==> src/rtl/egress_queue.sv <==
// Per-output-port egress queue: show-ahead FIFO with drop-on-full, XOFF hysteresis
// and saturating packet/drop statistics.
module egress_queue #(
    parameter int unsigned PACKET_WIDTH = 16,
    parameter int unsigned DEPTH        = 8,
    parameter int unsigned HI_WM        = 6,
    parameter int unsigned LO_WM        = 2,
    parameter int unsigned CNT_WIDTH    = 16
) (
    input  logic                       clk,
    input  logic                       rst,
    input  logic                       in_valid,
    input  logic [PACKET_WIDTH-1:0]    in_data,
    output logic                       out_valid,
    output logic [PACKET_WIDTH-1:0]    out_data,
    input  logic                       out_ready,
    output logic                       xoff,
    output logic [$clog2(DEPTH+1)-1:0] occupancy,
    output logic                       drop_pulse,
    input  logic                       clr_stats,
    output logic [CNT_WIDTH-1:0]       pkt_count,
    output logic [CNT_WIDTH-1:0]       drop_count
);

    localparam int unsigned PtrW = $clog2(DEPTH);
    localparam int unsigned OccW = $clog2(DEPTH + 1);

    typedef enum logic [0:0] {FlowOn, FlowOff} flow_state_e;

    logic [PACKET_WIDTH-1:0] mem_q [DEPTH];
    logic [PtrW-1:0]         rd_ptr_q, rd_ptr_d;
    logic [PtrW-1:0]         wr_ptr_q, wr_ptr_d;
    logic [OccW-1:0]         occ_q, occ_d;
    flow_state_e             state_q, state_d;
    logic                    drop_pulse_q;
    logic [CNT_WIDTH-1:0]    pkt_cnt_q, pkt_cnt_d;
    logic [CNT_WIDTH-1:0]    drop_cnt_q, drop_cnt_d;

    logic pop, push, drop, full;

    assign out_valid = (occ_q != '0);
    // Head is masked while empty so stale memory never leaks out.
    assign out_data  = out_valid ? mem_q[rd_ptr_q] : '0;
    assign full      = (occ_q == OccW'(DEPTH));
    assign pop       = out_valid & out_ready;
    assign push      = in_valid & (~full | pop);
    assign drop      = in_valid & full & ~pop;

    assign xoff       = (state_q == FlowOff);
    assign occupancy  = occ_q;
    assign drop_pulse = drop_pulse_q;
    assign pkt_count  = pkt_cnt_q;
    assign drop_count = drop_cnt_q;

    always_comb begin
        rd_ptr_d   = rd_ptr_q;
        wr_ptr_d   = wr_ptr_q;
        occ_d      = occ_q;
        pkt_cnt_d  = pkt_cnt_q;
        drop_cnt_d = drop_cnt_q;
        if (pop)  rd_ptr_d = rd_ptr_q + 1'b1;
        if (push) wr_ptr_d = wr_ptr_q + 1'b1;
        if (push && !pop)      occ_d = occ_q + 1'b1;
        else if (pop && !push) occ_d = occ_q - 1'b1;
        if (clr_stats) begin
            pkt_cnt_d  = '0;
            drop_cnt_d = '0;
        end else begin
            if (push && pkt_cnt_q != '1)  pkt_cnt_d  = pkt_cnt_q + 1'b1;
            if (drop && drop_cnt_q != '1) drop_cnt_d = drop_cnt_q + 1'b1;
        end
    end

    // Watermarks are judged on next-state occupancy so xoff has no extra cycle of lag.
    always_comb begin
        state_d = state_q;
        unique case (state_q)
            FlowOn:  if (occ_d >= OccW'(HI_WM)) state_d = FlowOff;
            FlowOff: if (occ_d <= OccW'(LO_WM)) state_d = FlowOn;
            default: state_d = FlowOn;
        endcase
    end

    always_ff @(posedge clk or posedge rst) begin
        if (rst) begin
            rd_ptr_q     <= '0;
            wr_ptr_q     <= '0;
            occ_q        <= '0;
            state_q      <= FlowOn;
            drop_pulse_q <= 1'b0;
            pkt_cnt_q    <= '0;
            drop_cnt_q   <= '0;
        end else begin
            rd_ptr_q     <= rd_ptr_d;
            wr_ptr_q     <= wr_ptr_d;
            occ_q        <= occ_d;
            state_q      <= state_d;
            drop_pulse_q <= drop;
            pkt_cnt_q    <= pkt_cnt_d;
            drop_cnt_q   <= drop_cnt_d;
        end
    end

    always_ff @(posedge clk) begin
        if (push) mem_q[wr_ptr_q] <= in_data;
    end

endmodule

==> config.mk <==
export PLATFORM = sky130hd
export DESIGN_NAME = egress_queue
export DESIGN_NICKNAME = d
export VERILOG_FILES = /design/src/rtl/egress_queue.sv
export SDC_FILE = /design/constraint.sdc
export NUM_CORES = 1
export LEC_CHECK = 0
export CORE_MARGIN = 4
export CORE_UTILIZATION = 61
export DETAILED_ROUTE_END_ITERATION = 7
export PLACE_DENSITY = 0.92
export SLEW_MARGIN = 10
export SYNTH_ARGS = -nofsm -noshare
export SYNTH_HDL_FRONTEND = slang
export SYNTH_SLANG_ARGS = --single-unit
==> constraint.sdc <==
create_clock -name clk -period 6.9 [get_ports clk]
set_clock_uncertainty 0.15 [all_clocks]
set_input_delay 1.035 -clock clk [delete_from_list [all_inputs] [get_ports clk]]
set_output_delay 1.035 -clock clk [all_outputs]
set_load 0.02 [all_outputs]
After elaboration in Yosys (flattened, before gate mapping):

Memory sizes are Yosys's and may differ from the RTL's.
Index checks and enable logic that the tools add are counted.

* $add $sub $neg: 6
* magnitude comparators: 2
* eq/ne operators: 3
* muxes and demuxes: 12
* bitwise logic cells: 8
* reduce and logical (&&, ||, !) cells: 9

Operators by type and width (number)
* $mux 16: 5
* $add 16x1->16 const B: 2
* $ne 16x16->1 const B: 2
* $mux 4: 2
* $add 3x1->3 const B: 2
* $add 4x1->4 const B: 1
* $and 1x1->1: 4
* $eq 4x4->1 const B: 1
* $ge 4x3->1 const B: 1
* $le 4x2->1 const B: 1
* $logic_and 1x1->1: 4
* $mux 1: 4
* $reduce_bool 2->1: 2
* $reduce_bool 4->1: 1
* $sub 4x1->4 const B: 1
* $not 1->1: 3
* $logic_not 1->1: 2
* $pmux 1 s2: 1
* $or 1x1->1: 1

* flip-flop bits (word level): 44
* bits in writable memories: 128
* input port bits: 21
* output and inout port bits: 55
* word-level logic and storage cells: 48
* memories: 1

Memory list
* mem_q: words 8, bits a word 16, read ports 1, clocked after memory_dff 0, wr ports 1, line 30 `logic [PACKET_WIDTH-1:0] mem_q [DEPTH];`

Logic depth before layout (Yosys ltp):

* depth after elaboration: 11
* gate-level depth with buffers: 8
* depth with buffers taken out: 8

Worst setup path before layout:

OpenSTA, ideal clock, no wires.

* path kind: input-to-reg
* from: in out_ready
* to: mem mem_q[2][0], enable pin
* setup time: 0.436 ns
* arrival: 3.413 ns
* required time: 6.314 ns
* setup slack: 2.901 ns
* stages: 4
* path buffers: 1
* cells stage by stage: buf_2 -> nand4bb_1 -> nand2_1 -> nor4b_1

* word-level cells in the longest chain between the ends: 5

Ends and longest elaborated chain
* start: declaration: line 16 `input logic out_ready,`
* $and 1x1->1: line 45 `assign pop = out_valid & out_ready;`
* $or 1x1->1: line 46 `assign push = in_valid & (~full | pop);`
* $and 1x1->1: line 46
* $mux 1: line 105 `if (push) mem_q[wr_ptr_q] <= in_data;`
* $mux 1 (implied by the code): line 105
* end: declaration: line 30

No other way between the ends.

Worst setup path after layout:

* from: reg occ_q[0], in the netlist occupancy[0]
* to: out out_data[11]

* word-level cells in the longest chain between the ends: 2

Ends and longest elaborated chain
* start: declaration: line 33 `logic [OccW-1:0] occ_q, occ_d;`
* start signal: assignment: line 88 `occ_q <= '0;`
* start signal: assignment: line 96 `occ_q <= occ_d;`
* $reduce_bool 4->1: line 41 `assign out_valid = (occ_q != '0);`
* $mux 16: line 43 `assign out_data = out_valid ? mem_q[rd_ptr_q] : '0;`
* end: declaration: line 15 `output logic [PACKET_WIDTH-1:0] out_data,`

No other way between the ends.

==> results.cfg <==
[synth]
yosys.area.top_type = edfxtp_1
syn_area_sq_um = 7390
synth_area_leaders = edfxtp_1, dfrtp_1, mux4_2
netlist.area_leader.share = 0.520
synth-async-reset-ratio = 0.256
synth_cell_types = 50
synth_fp_nets = 496
synth-seq-cells = 172
postSynthCellCount = 469
seq_area_frac_synth = 0.669
synthFlopType = edfxtp_1
synth-edff-count = 128
yosysWarnings = 0
avgSynthCellArea_sq_um = 15.7

[global_route]
grt_pass1_vias = 4762
gr-usage-all-layers = 0.259
grt_max_degree = 45
grt_antenna_before_repair = 0
overflow = 0
grt_pass1_wl_mm = 27.4

[sta]
worst_pin_slew_ns = 1.11
rsz0062_at_grt = false
setup_violations = 0
hold_slack_ns = 0.443
slew_violations = 0
period_share = 0.609
maxSlewHeadroom = 0.260
hold_viol = 0
period_needed_ns = 4.20
max_freq_mhz = 238
setup_tns_ns = 0

[cts]
cts_tree = built
path_clk_slew_ns = 0.06
cts_buffers = 17
clk_root_buffer_cell = clkbuf_16
cts_sinks = 172
postCtsSetupRepairBufs = 0
cts-htree-levels = 4
cts_resized = 0
insertion_delay_ns = 0.42
clock_path_buffers = 2
holdBufCountCts = 0

[place]
gp_congestion = 0.814
dp_hpwl_mm = 9.85
port_buffers = 75
placed_cells = 675

[power]
pwr-share-comb = 0.320
peakVddDrop_mv = 0.245
cellInternalPower_mw = 2.38
power_leakage_nw = 3.07
clockPowerShare = 0.280
power_density_nw_per_um2 = 393
pwr-share-seq = 0.400
p_switching_mw = 1.14
p_sw_frac = 0.323

[cells_and_area]
drive_gt1_frac = 0.165
antennaDiodeCount = 0
fin_nets = 578
finalNonFillerCells = 706
area_delta_synth_final_pct = 21.1

[floorplan]
start_util = 0.636
core_area_sq_um = 11600
num_rows = 39
die_h_um = 118
io_pins = 76
dieArea_sq_um = 13900
fp.dieW_um = 118

[setup_path]
path_class = reg -> out
crit_path_max_fanout = 18
cp.arrival_ns = 3.02
cp-start-kind = register
end_kind = output port
critPathRequiredTime_ns = 5.71

[worst_hold_path]
hold_class = reg -> reg

[route]
drt_iter0_markers = 548
avgViaCountPerCell = 6.58
drt-met1-wl_mm = 6.57
post-route-drc-count = 0
dr.pass1.iters = 5
dr_total_vias = 4645
routedWlPerCell_um = 24.4
wl_mm = 17.2
antenna_left = 0
dr_wl_met2_mm = 8.92
met3_length_mm = 1.30
top_layer = met4

[outcome]
outcome = completed

[job]
drv_cap = 0
## synth_stat cells (all sizes together) (10+ instances only)
library cell  count
buf              14
a21oi            12
nor3             14
nand3            13
xnor2            24
mux4             32
inv              10
nor2             44
nand2            21
dfrtp            44
mux2i            20
clkbuf           10
edfxtp          128
## state kept, by name (all words and copies together), names as in the netlist
| signal | cells |
|---|---|
| drop_count | 16 |
| drop_pulse | 1 |
| mem_q | 128 |
| occupancy | 4 |
| pkt_count | 16 |
| rd_ptr_q | 3 |
| wr_ptr_q | 3 |
| xoff | 1 |
## cells by family (layout without fill, tap and decap cells)
group / count (synthesis) / in the layout / share of synthesized area
xor gates and xnor gates: 26 / 26 / 0.0308
buffers and inverters: 34 / 128 / 0.0203
adders and majority gates: 6 / 6 / 0.0102
and+or+nand+nor: 138 / 138 / 0.0986
AOI/OAI and AO/OA: 39 / 39 / 0.0429
DFF: 172 / 172 / 0.669
muxes: 54 / 54 / 0.128
## final cells by class
cell class / instances / area (sq um)
sequential: 172 / 4950
fill: 619 / 2670
multi-input combinational: 263 / 2330
timing repair buffer: 87 / 841
clock buffer: 17 / 425
clock inverter: 14 / 183
tap: 143 / 179
inverter: 10 / 37.5
## power by group through the flow
stage          combinational [mW]  sequential [mW]  clock [mW]
4_1_cts                      1.13             1.41       0.993
2_1_floorplan               0.734             1.35           0
6_report                     1.13             1.41       0.985
5_1_grt                      1.19             1.42        1.05
3_3_place_gp                 1.06             1.40           0
3_5_place_dp                 1.10             1.42           0
## placed cells by master (no fill, tap or decap), types with 8 or more instances in the layout
cell type	instances
edfxtp_1	128
clkdlybuf4s50_1	75
nor2_1	44
dfrtp_1	43
mux4_2	32
xnor2_1	24
nand2_1	21
mux2i_1	20
clkbuf_16	17
nand3_1	13
a21oi_1	12
buf_4	12
nor3_1	11
inv_1	8
o21ai_0	8
## per-layer routing
| layer | vias to the layer above | track usage |
|---|---|---|
| met5 | - | 0 |
| met4 | 0 | 0.0930 |
| met3 | 44 | 0.0562 |
| met2 | 271 | 0.429 |
| met1 | 2366 | 0.342 |
| li1 | 1964 | - |
## through the flow
| stage | area, sq um | setup slack [ns] | total power [mW] | utilization |
|---|---|---|---|---|
| floorplan | 7390 | 2.90 | 2.09 | - |
| CTS | 8940 | 2.70 | 3.53 | 0.770 |
| detailed placement | 8330 | 3.24 | 2.52 | 0.718 |
| global route | 8940 | 2.59 | 3.66 | 0.770 |
| global placement | 8330 | 3.37 | 2.46 | 0.718 |
| finish | 8940 | 2.70 | 3.52 | 0.770 |
## critical path, cell delays in order (launching register included)
cell and delay [ns]:
dfrtp_1 0.46, inv_1 0.16, ha_1 0.29, nor3b_4 0.87
nor2_1 0.18, clkdlybuf4s50_1 0.62
## worst paths after layout
check	startpoint	to	slack [ns]	cells after the start
worst max-delay path	occupancy[0]	out_data[11]	2.70	5
worst min-delay path	drop_count[5]	drop_count[5]	0.44	2
worst max register to register	occupancy[0]	xoff	3.81	8
worst min register to register	drop_count[5]	drop_count[5]	0.44	2
max in group asynchronous	rst	rd_ptr_q[0]	5.25	3
min in group asynchronous	rst	drop_count[15]	0.94	3
No activity file was read; power rests on OpenSTA's default activity.
